`src/rtl/button_counter_pkg.sv`:
```
// rtl/button_counter_pkg.sv - shared state encoding and sizing constants for button_counter
package button_counter_pkg;

  typedef enum logic [1:0] {
    IDLE         = 2'd0,
    WAIT_PRESS   = 2'd1,
    PRESSED      = 2'd2,
    WAIT_RELEASE = 2'd3
  } db_state_e;

  localparam int DEFAULT_N = 20;
  localparam int COUNT_W   = 8;

endpackage

```
`src/rtl/button_counter_debouncer.sv`:
```
// rtl/button_counter_debouncer.sv - 2-flop synchronizer plus debounce FSM; emits one pulse per accepted press
module button_counter_debouncer
  import button_counter_pkg::*;
#(
  parameter int N = DEFAULT_N
) (
  input  logic clk,
  input  logic rst_n,
  input  logic btn,
  output logic pulse
);

  localparam logic [N-1:0] TIMER_MAX = {N{1'b1}};

  logic [1:0]   sync_q, sync_d;
  db_state_e    state_q, state_d;
  logic [N-1:0] timer_q, timer_d;
  logic         pulse_q, pulse_d;
  logic         s;

  assign s     = sync_q[1];
  assign pulse = pulse_q;

  always_comb begin
    sync_d  = {sync_q[0], btn};
    state_d = state_q;
    timer_d = timer_q;
    pulse_d = 1'b0;
    case (state_q)
      IDLE: begin
        if (s) begin
          state_d = WAIT_PRESS;
          timer_d = '0;
        end
      end
      WAIT_PRESS: begin
        if (!s) begin
          state_d = IDLE;
          timer_d = '0;
        end else if (timer_q == TIMER_MAX) begin
          state_d = PRESSED;
          pulse_d = 1'b1;
          timer_d = '0;
        end else begin
          timer_d = timer_q + 1'b1;
        end
      end
      PRESSED: begin
        state_d = WAIT_RELEASE;
        timer_d = '0;
      end
      WAIT_RELEASE: begin
        // Any high sample during release restarts the window, so bounce cannot re-arm the press.
        if (s) begin
          timer_d = '0;
        end else if (timer_q == TIMER_MAX) begin
          state_d = IDLE;
          timer_d = '0;
        end else begin
          timer_d = timer_q + 1'b1;
        end
      end
      default: begin
        state_d = IDLE;
        timer_d = '0;
      end
    endcase
  end

  always_ff @(posedge clk or negedge rst_n) begin
    if (!rst_n) begin
      sync_q  <= '0;
      state_q <= IDLE;
      timer_q <= '0;
      pulse_q <= 1'b0;
    end else begin
      sync_q  <= sync_d;
      state_q <= state_d;
      timer_q <= timer_d;
      pulse_q <= pulse_d;
    end
  end

endmodule

```
`src/rtl/button_counter.sv`:
```
// rtl/button_counter.sv - debounced 8-bit up (and optional down) counter on LEDs; BUTTON_COUNTER_DOWN_EN enables SW2
module button_counter
  import button_counter_pkg::*;
#(
  parameter int N = DEFAULT_N
) (
  input  logic CLK,
  input  logic RSTN,
  input  logic SW1,
  input  logic SW2,
  output logic LED0,
  output logic LED1,
  output logic LED2,
  output logic LED3,
  output logic LED4,
  output logic LED5,
  output logic LED6,
  output logic LED7
);

  logic [COUNT_W-1:0] count_q, count_d;
  logic               up_pulse;
  logic               dn_pulse;

  button_counter_debouncer #(.N(N)) u_db_up (
    .clk   (CLK),
    .rst_n (RSTN),
    .btn   (SW1),
    .pulse (up_pulse)
  );

`ifdef BUTTON_COUNTER_DOWN_EN
  button_counter_debouncer #(.N(N)) u_db_dn (
    .clk   (CLK),
    .rst_n (RSTN),
    .btn   (SW2),
    .pulse (dn_pulse)
  );
`else
  logic unused_sw2;
  assign unused_sw2 = SW2;
  assign dn_pulse   = 1'b0;
`endif

  // Coincident up and down pulses cancel out.
  always_comb begin
    count_d = count_q;
    case ({up_pulse, dn_pulse})
      2'b10:   count_d = count_q + 1'b1;
      2'b01:   count_d = count_q - 1'b1;
      default: count_d = count_q;
    endcase
  end

  always_ff @(posedge CLK or negedge RSTN) begin
    if (!RSTN) begin
      count_q <= '0;
    end else begin
      count_q <= count_d;
    end
  end

  assign {LED7, LED6, LED5, LED4, LED3, LED2, LED1, LED0} = count_q;

endmodule
```
`config.mk`:
```
export PLATFORM = sky130hd
export DESIGN_NAME = button_counter
export DESIGN_NICKNAME = d
export VERILOG_FILES = /design/src/rtl/button_counter_pkg.sv /design/src/rtl/button_counter_debouncer.sv /design/src/rtl/button_counter.sv
export SDC_FILE = /design/constraint.sdc
export NUM_CORES = 1
export LEC_CHECK = 0
export CAP_MARGIN = 20
export CORE_UTILIZATION = 50
export CTS_CLUSTER_DIAMETER = 100
export DETAILED_ROUTE_END_ITERATION = 8
export HOLD_SLACK_MARGIN = 0.03
export PLACE_DENSITY = 0.72
export SETUP_SLACK_MARGIN = 0.15
export SLEW_MARGIN = 20
export SYNTH_ARGS = -nofsm -noshare
export SYNTH_HDL_FRONTEND = slang
export SYNTH_SLANG_ARGS = --single-unit
```
`constraint.sdc`:
```
create_clock -name CLK -period 2.1 [get_ports CLK]
set_input_delay 0.21 -clock CLK [delete_from_list [all_inputs] [get_ports CLK]]
set_output_delay 0.21 -clock CLK [all_outputs]
set_load 0.01 [all_outputs]
```
==> metrics.log, run 1 <==
INFO  metric grt_first_pass_wirelength = 6320 um
INFO  metric routabilityCongestion = 0.8347
INFO  metric globalRouteTotalUtil = 23.94%
INFO  metric synth_most_common_cell = sky130_fd_sc_hd__dfrtp_1
INFO  metric drv_slew = 0
INFO  metric htree_num_levels = 2
INFO  metric synth-main-ff-cell = sky130_fd_sc_hd__dfrtp_1
INFO  metric grt_start_max_net_pins = 34
INFO  metric ctsRootBufferMaster = sky130_fd_sc_hd__clkbuf_4
INFO  metric synth_area_per_cell = 9.785 um^2
INFO  metric power.internal = 792.3 uW
INFO  metric initial_core_util = 54.12%
INFO  metric die_y = 60.19 um
INFO  metric final.period_utilization = 92.35%
INFO  metric hold_fix_buffer_count_after_cts = 0
INFO  metric postSynth.asyncResetShare = 100.0%
INFO  metric cap_viol_max_count = 0
INFO  metric comb_power_share = 5.9%
INFO  metric timing.hold.worst.class = in -> async
INFO  metric clock_tree.buffer_depth = 2
INFO  metric cts_made_buffers = 5
INFO  metric grt_util_met3 = 6.710%
INFO  metric cts_tree = built
INFO  metric met2_track_demand_over_resource_in_global_routing = 39.72%
INFO  metric cellPowerDensity = 510.4 mW/mm^2
INFO  metric routedWlPerCell = 15.67 um
INFO  metric clock_network_fraction_of_total_power = 32.8%
INFO  metric grt_setup_unrepaired = true
INFO  metric path_max_fanout = 10
INFO  metric least_setup_slack_across_all_paths_after_layout = 0.1606 ns
INFO  metric worstRegToRegCells = 6
INFO  metric startpoint_type = flip-flop
INFO  metric synth.yosys.seq_area_share = 48.78%
INFO  metric floorplan_die_width = 60.19 um
INFO  metric endpoint_of_the_worst_slack_reg_to_reg_timing_path = u_db_up.timer_q[16]$_DFFE_PN0P_
INFO  metric final.setup.tns = 0 ns
INFO  metric worst_setup_path_endpoint = u_db_up.timer_q[16]$_DFFE_PN0P_
INFO  metric finish.cell_count_without_fillers = 249
INFO  metric yosys.area.top_type = sky130_fd_sc_hd__dfrtp_1
INFO  metric route.antenna.remaining_nets = 0
INFO  metric finalSetupViolCount = 0
INFO  metric timing.rr.start = u_db_up.timer_q[1]$_DFFE_PN0P_
INFO  metric die-area = 0.003622 mm^2
INFO  metric layout-drive-gt1-share = 19.02%
INFO  metric timing.max_slew.rel_slack = 61.66%
INFO  metric min_period = 1.939 ns
INFO  metric timing.setup.critical_path_class = reg -> reg
INFO  metric netSwitchingPower = 265.2 uW
INFO  metric finalClockSkew = 0.009747 ns
INFO  metric drc_errors = 0
INFO  metric avgViaCountPerCell = 5.936
INFO  metric grt_antenna_before_repair = 0
INFO  metric dp_cells = 231
INFO  metric fmax = 0.5156 GHz
INFO  metric synth_commonest_cells = sky130_fd_sc_hd__dfrtp_1, sky130_fd_sc_hd__nand2_1, sky130_fd_sc_hd__nand3_1, sky130_fd_sc_hd__o21ai_0, sky130_fd_sc_hd__or3_1
INFO  metric postSynthRegisterBits = 33
INFO  metric seq_power_share = 61.3%
INFO  metric pre_cts_worst_setup_slack = 0.04434 ns
INFO  metric synthesis.nets = 179
INFO  metric layout.nets = 210
INFO  metric tightest_slew = 0.5750 ns
INFO  metric required = 2.38 ns
INFO  metric p_sw_share = 25.08%
INFO  metric core_region_area = 0.003128 mm^2
INFO  metric arrival = 2.22 ns
INFO  metric r2r_setup_slack = 0.16 ns
INFO  metric grt_remaining_overflow = 0
INFO  metric number_of_hold_slack_violations_in_the_final_timing_report = 0
INFO  metric synth.distinct_cells = 41
INFO  metric yosysTopAreaCellShare = 48.78%
INFO  metric final_design_instance_area_without_fill = 0.002072 mm^2
INFO  metric startpoint = u_db_up.timer_q[1]$_DFFE_PN0P_
INFO  metric buffer_ports.inserted = 10
INFO  metric synth-edff-count = 0
INFO  metric ioPinCount = 12
INFO  metric globalRouteMet1Util = 28.86%
INFO  metric worst_setup_hold_path_clk_slew = 0.11 ns
INFO  metric power.static_leakage = 0.8880 nW
INFO  metric floorplan.rows = 20
INFO  metric vdd_drop_max = 367.3 uV
INFO  metric detailedRoute.firstPassIterationCount = 4
INFO  metric ys_top_cells_by_area = sky130_fd_sc_hd__dfrtp_1, sky130_fd_sc_hd__nand2_1, sky130_fd_sc_hd__nand3_1
INFO  metric status = finished, final reports clean
INFO  metric grt_most_used_layer = met2
INFO  metric post_synthesis_cell_area = 0.001693 mm^2
INFO  metric layout-area-overhead-vs-synth = 22.39%
INFO  metric via_count_of_the_first_global_routing_pass = 1,439
INFO  metric clk_latency = 0.34 ns
INFO  metric detailed_place.area = 0.001919 mm^2
INFO  metric syn_inst = 173
INFO  metric drt_iter0_drc = 100
INFO  metric routed_wl = 3901 um
INFO  metric sort_of_element_at_the_end_of_the_critical_path = flip-flop
INFO  metric timing.hold.ws = 0.2564 ns
INFO  metric insertedDiodeCount = 0
INFO  metric vias = 1,478
INFO  metric ys_warn_count = 0
INFO  metric cts.sink_count = 33
INFO  metric place.detailed.hpwl = 2528 um
INFO  metric utilization = 66.24%
INFO  metric report.power.total = 1.057 mW
-- cell usage in the layout, fill, tap and decap left out, types with 2 or more instances in the layout --
cell type	synthesis	layout
sky130_fd_sc_hd__nand4_1	6	6
sky130_fd_sc_hd__xor2_1	3	3
sky130_fd_sc_hd__nand3_2	1	2
sky130_fd_sc_hd__nor2b_1	2	2
sky130_fd_sc_hd__and3_1	4	4
sky130_fd_sc_hd__o2111ai_1	6	6
sky130_fd_sc_hd__or3_1	7	7
sky130_fd_sc_hd__nor3b_1	3	3
sky130_fd_sc_hd__buf_4	0	19
sky130_fd_sc_hd__or4_1	5	3
sky130_fd_sc_hd__nor2_1	3	3
sky130_fd_sc_hd__nand3_1	14	13
sky130_fd_sc_hd__dfrtp_1	33	33
sky130_fd_sc_hd__or4_4	0	2
sky130_fd_sc_hd__a32oi_1	2	2
sky130_fd_sc_hd__inv_1	4	4
sky130_fd_sc_hd__and4_1	2	2
sky130_fd_sc_hd__nor3_1	3	2
sky130_fd_sc_hd__xnor2_1	5	5
sky130_fd_sc_hd__clkinv_2	0	2
sky130_fd_sc_hd__a21oi_1	2	2
sky130_fd_sc_hd__clkdlybuf4s50_1	0	10
sky130_fd_sc_hd__clkbuf_4	0	5
sky130_fd_sc_hd__and2_1	3	3
sky130_fd_sc_hd__o21ai_0	9	9
sky130_fd_sc_hd__o22ai_1	2	2
sky130_fd_sc_hd__nand2_1	26	26
sky130_fd_sc_hd__o211ai_1	5	5
-- repair_timing --
item / in CTS / in global routing
setup endpoints to repair: 10 / 3
setup buffers: 6 / 4
resized for setup: 3 / 2
pin swaps: 1 / 1
cloned: 0 / 0
-- power groups by stage --
| stage | Sequential, mW | Clock (mW) | Combinational, mW |
|---|---|---|---|
| 4_1_cts | 0.648 | 0.359 | 0.0622 |
| 3_5_place_dp | 0.660 | 0 | 0.0533 |
| 5_1_grt | 0.649 | 0.383 | 0.0697 |
| 6_report | 0.648 | 0.347 | 0.0628 |
| 3_3_place_gp | 0.660 | 0 | 0.0521 |
| 2_1_floorplan | 0.659 | 0 | 0.0229 |
-- metal layers --
metal	part of all wire (%)	routed length (um)	vias up
li1	-	-	709
met1	44	1713	715
met2	49	1929	48
met3	5.6	218	6
met4	1.0	40	0
met5	0	0	-
-- state kept, by name, indices dropped and copies added (netlist names), named ones only --
name             count
u_db_up.pulse        1
count_q              8
u_db_up.state_q      1
u_db_up.sync_q       2
u_db_up.timer_q     20
-- layout make-up --
type                    count  area, um^2
clock buffers               6       41.29
clock inverters             2       10.01
fillers                   255        1056
inverters                   4       15.01
multi-input cells         130       862.1
flip-flops and latches     33       825.8
well taps                  44       55.05
repair buffers             30       262.8
-- cell families (layout without fill, tap and decap cells) --
group / after synthesis / in the layout / share of synthesized area [%]
DFF: 33 / 33 / 48.78
adders and majority gates: 3 / 3 / 2.143
xor gates and xnor gates: 8 / 8 / 4.139
buffers and inverters: 10 / 42 / 2.291
muxes: 2 / 2 / 1.552
AOI/OAI and AO/OA: 32 / 32 / 13.08
and+or+nand+nor: 85 / 85 / 28.01
-- worst min-delay path by stage --
stage,cells past startpoint,startpoint,to
floorplan,0,RSTN,asynchronous set/reset pin
finish,2,RSTN,u_db_up.timer_q[4]$_DFFE_PN0P_
global placement,0,u_db_up.sync_q[0]$_DFF_PN0_,u_db_up.sync_q[1]$_DFF_PN0_
CTS,2,RSTN,u_db_up.timer_q[4]$_DFFE_PN0P_
detailed placement,0,u_db_up.sync_q[0]$_DFF_PN0_,u_db_up.sync_q[1]$_DFF_PN0_
global route,1,SW1,u_db_up.sync_q[0]$_DFF_PN0_
-- critical path: stages (launching register included) --
cell	delay, ns
sky130_fd_sc_hd__dfrtp_1	0.42
sky130_fd_sc_hd__ha_4	0.17
sky130_fd_sc_hd__nand3_2	0.08
sky130_fd_sc_hd__or4_4	0.46
sky130_fd_sc_hd__buf_12	0.16
sky130_fd_sc_hd__or4_4	0.51
sky130_fd_sc_hd__nand3_2	0.08
Power figures use the tool's default switching activity.
==> inputs of run 2 (changes only) <==
--- a/config.mk
+++ b/config.mk
@@ -5,10 +5,12 @@
 export SDC_FILE = /design/constraint.sdc
 export NUM_CORES = 1
 export LEC_CHECK = 0
+export ABC_AREA = 1
 export CAP_MARGIN = 20
 export CORE_UTILIZATION = 50
 export CTS_CLUSTER_DIAMETER = 100
 export DETAILED_ROUTE_END_ITERATION = 8
+export GPL_TIMING_DRIVEN = 0
 export HOLD_SLACK_MARGIN = 0.03
 export PLACE_DENSITY = 0.72
 export SETUP_SLACK_MARGIN = 0.15
==> run 2 against run 1 <==
Worst hold slack worse by 0.033 ns. Die area up 6.8%. Routed wire length down 15%. Total power up 3.7%. Clock skew down 0.0063 ns. First-iteration DRC count down 30%. Via count down 3.1%. Largest power group unchanged.
==> metrics.log, run 2 <==
INFO  metric yosys.area.top_type = sky130_fd_sc_hd__dfrtp_1
INFO  metric grt_util_met3 = 5.515%
INFO  metric final.setup.tns = 0 ns
INFO  metric drv_slew = 0
INFO  metric final.fill_count = 303
INFO  metric synth.distinct_cells = 28
INFO  metric floorplan_die_width = 62.20 um
INFO  metric required = 2.34 ns
INFO  metric power.internal = 806.5 uW
INFO  metric post_synthesis_cell_area = 0.001812 mm^2
INFO  metric cts_tree = built
INFO  metric routabilityCongestion = 0.8239
INFO  metric synth-main-ff-cell = sky130_fd_sc_hd__dfrtp_1
INFO  metric power.static_leakage = 0.8889 nW
INFO  metric grt_first_pass_wirelength = 6196 um
INFO  metric largest_register_ffs = 20
INFO  metric htree_num_levels = 2
INFO  metric number_of_hold_slack_violations_in_the_final_timing_report = 0
INFO  metric layout_common_cells = sky130_fd_sc_hd__nand2_1, sky130_fd_sc_hd__dfrtp_1, sky130_fd_sc_hd__inv_1
INFO  metric grt_antenna_before_repair = 0
INFO  metric avgViaCountPerCell = 5.025
INFO  metric met2_track_demand_over_resource_in_global_routing = 31.04%
INFO  metric globalRouteTotalUtil = 20.57%
INFO  metric layout.cells.most_common = sky130_fd_sc_hd__nand2_1
INFO  metric routedWlPerCell = 11.61 um
INFO  metric clock_tree.buffer_depth = 2
INFO  metric layout-area-overhead-vs-synth = 12.91%
INFO  metric worst_setup_hold_path_clk_slew = 0.10 ns
INFO  metric cts_made_buffers = 5
INFO  metric synthesis.nets = 225
INFO  metric die-area = 0.003868 mm^2
INFO  metric grt_setup_unrepaired = false
INFO  metric timing.max_slew.rel_slack = 72.13%
INFO  metric final.period_utilization = 77.83%
INFO  metric ctsRootBufferMaster = sky130_fd_sc_hd__clkbuf_4
INFO  metric drc_errors = 0
INFO  metric timing.setup.critical_path_class = reg -> reg
INFO  metric initial_core_util = 53.04%
INFO  metric vias = 1,432
INFO  metric clock_network_fraction_of_total_power = 31.4%
INFO  metric via_count_of_the_first_global_routing_pass = 1,338
INFO  metric buffer_ports.inserted = 10
INFO  metric ys_top_cells_by_area = sky130_fd_sc_hd__dfrtp_1, sky130_fd_sc_hd__nand2_1, sky130_fd_sc_hd__inv_1
INFO  metric layout.nets = 244
INFO  metric seq_power_share = 60.0%
INFO  metric finalClockSkew = 0.003483 ns
INFO  metric synth-edff-count = 0
INFO  metric drt_iter0_drc = 70
INFO  metric synth_commonest_cells = sky130_fd_sc_hd__nand2_1, sky130_fd_sc_hd__dfrtp_1, sky130_fd_sc_hd__inv_1, sky130_fd_sc_hd__nor2_1, sky130_fd_sc_hd__nand3_1
INFO  metric sort_of_element_at_the_end_of_the_critical_path = flip-flop
INFO  metric grt_most_used_layer = met2
INFO  metric core_region_area = 0.003416 mm^2
INFO  metric grt_start_max_net_pins = 29
INFO  metric yosysTopAreaCellShare = 45.58%
INFO  metric place.detailed.hpwl = 2492 um
INFO  metric floorplan.rows = 21
INFO  metric route.antenna.remaining_nets = 0
INFO  metric path_max_fanout = 4
INFO  metric largest_registers_in_the_final_layout = u_db_up.timer_q: 20 flops, count_q: 8 flops, u_db_up.sync_q: 2 flops
INFO  metric insertedDiodeCount = 0
INFO  metric cap_viol_max_count = 0
INFO  metric globalRouteMet1Util = 28.57%
INFO  metric report.power.total = 1.097 mW
INFO  metric tightest_slew = 0.4164 ns
INFO  metric syn_inst = 219
INFO  metric postSynth.asyncResetShare = 100.0%
INFO  metric postSynthRegisterBits = 33
INFO  metric comb_power_share = 8.6%
INFO  metric startpoint_type = flip-flop
INFO  metric grt_remaining_overflow = 0
INFO  metric min_period = 1.635 ns
INFO  metric finalSetupViolCount = 0
INFO  metric vdd_drop_max = 427.5 uV
INFO  metric synth_area_per_cell = 8.273 um^2
INFO  metric ioPinCount = 12
INFO  metric synth_most_common_cell = sky130_fd_sc_hd__nand2_1
INFO  metric status = finished, final reports clean
INFO  metric detailedRoute.firstPassIterationCount = 5
INFO  metric ys_warn_count = 0
INFO  metric arrival = 1.87 ns
INFO  metric max_flop_register = u_db_up.timer_q
INFO  metric clk_latency = 0.34 ns
INFO  metric die_y = 62.20 um
INFO  metric cellPowerDensity = 536.0 mW/mm^2
INFO  metric fmax = 0.6118 GHz
INFO  metric cts.sink_count = 33
INFO  metric p_sw_share = 26.46%
INFO  metric layout-drive-gt1-share = 16.32%
INFO  metric netSwitchingPower = 290.1 uW
INFO  metric synth.yosys.seq_area_share = 45.58%
INFO  metric routed_wl = 3310 um
INFO  metric timing.hold.worst.class = in -> async
==> run 2: cell types whose count changed after synthesis, moves of 6 or more <==
cell / delta
sky130_fd_sc_hd__o2111ai_1: -6
sky130_fd_sc_hd__or3_1: -7
sky130_fd_sc_hd__inv_1: +15
sky130_fd_sc_hd__o21ai_2: +7
sky130_fd_sc_hd__nor2_1: +14
sky130_fd_sc_hd__nand2_1: +40
==> run 2: routing by layer <==
metal | part of all wire [%] | routed length (um)
met1 | 49 | 1610
met2 | 47 | 1541
met3 | 3.6 | 119
met4 | 1.2 | 39
met5 | 0 | 0
==> run 2: cell type report <==
class                   instances  area [um^2]  share of cell area (%)
clock buffers                   6        41.29                   2.018
well taps                      46        57.56                   2.813
plain buffers                   3        30.03                   1.468
multi-input cells             160        869.6                   42.51
repair buffers                 12        125.1                   6.116
flip-flops and latches         33        825.8                   40.37
inverters                      23        86.33                   4.220
clock inverters                 2        10.01                  0.4893
==> run 2: timing repair <==
action,in CTS,in global routing
setup buffers,0,0
endpoints found under the setup margin,0,0
hold buffers,1,0
gates resized for setup,0,0
hold endpoints to repair,33,0
==> run 2: cell families (layout without fill, tap and decap cells) <==
kind of cell,after synthesis,count (layout),synth area share [%]
XOR/XNOR,14,14,6.768
buffers and inverters,26,46,6.423
flip-flops,33,33,45.58
AND/OR/NAND/NOR,120,120,30.94
multiplexers,1,1,0.6215
adder cells (fa/ha/maj),2,2,1.381
AO/OA/AOI/OAI,23,23,8.287
==> run 2: final timing paths <==
kind,from,to,slack [ns],cells after the start
max in group asynchronous,RSTN,count_q[0]$_DFFE_PN0P_,1.50,3
setup reg to reg,u_db_up.timer_q[0]$_DFFE_PN0P_,flip-flop,0.47,8
hold / removal,RSTN,u_db_up.timer_q[2]$_DFFE_PN0P_,0.22,2
hold reg to reg,u_db_up.sync_q[0]$_DFF_PN0_,u_db_up.sync_q[1]$_DFF_PN0_,0.36,0
min in group CLK,SW1,u_db_up.sync_q[0]$_DFF_PN0_,0.30,1
setup / recovery,u_db_up.timer_q[0]$_DFFE_PN0P_,flip-flop,0.47,8
==> run 2: critical path: stages, from the launching register on <==
cell                      delay [ns]
sky130_fd_sc_hd__dfrtp_1        0.41
sky130_fd_sc_hd__ha_1           0.24
sky130_fd_sc_hd__nand4_1        0.20
sky130_fd_sc_hd__nor2_2         0.23
sky130_fd_sc_hd__nand4_1        0.18
sky130_fd_sc_hd__nand2_1        0.12
sky130_fd_sc_hd__nand2_1        0.06
sky130_fd_sc_hd__nand2_1        0.05
sky130_fd_sc_hd__nand2_1        0.04
==> run 2: power groups by stage <==
stage / clock network [mW] / registers [mW] / logic (mW)
floorplan: 0 / 0.669 / 0.0597
global placement: 0 / 0.670 / 0.0907
global route: 0.386 / 0.660 / 0.107
finish: 0.345 / 0.658 / 0.0940
detailed placement: 0 / 0.670 / 0.0953
CTS: 0.356 / 0.658 / 0.0970
==> run 2: per-stage QoR <==
step | hold slack [ns] | setup WS, ns | util (%) | std cells | cell area (um^2)
detailed placement | 0.05480 | 0.4781 | 58.10 | 276 | 1984
global route | 0.2370 | 0.2640 | 59.89 | 285 | 2046
CTS | 0.2161 | 0.4613 | 59.89 | 285 | 2046
global placement | 0.3424 | 0.1229 | 57.66 | 275 | 1969
finish | 0.2230 | 0.4655 | 59.89 | 285 | 2046
floorplan | -0.08559 | 0.6559 | - | 219 | 1812
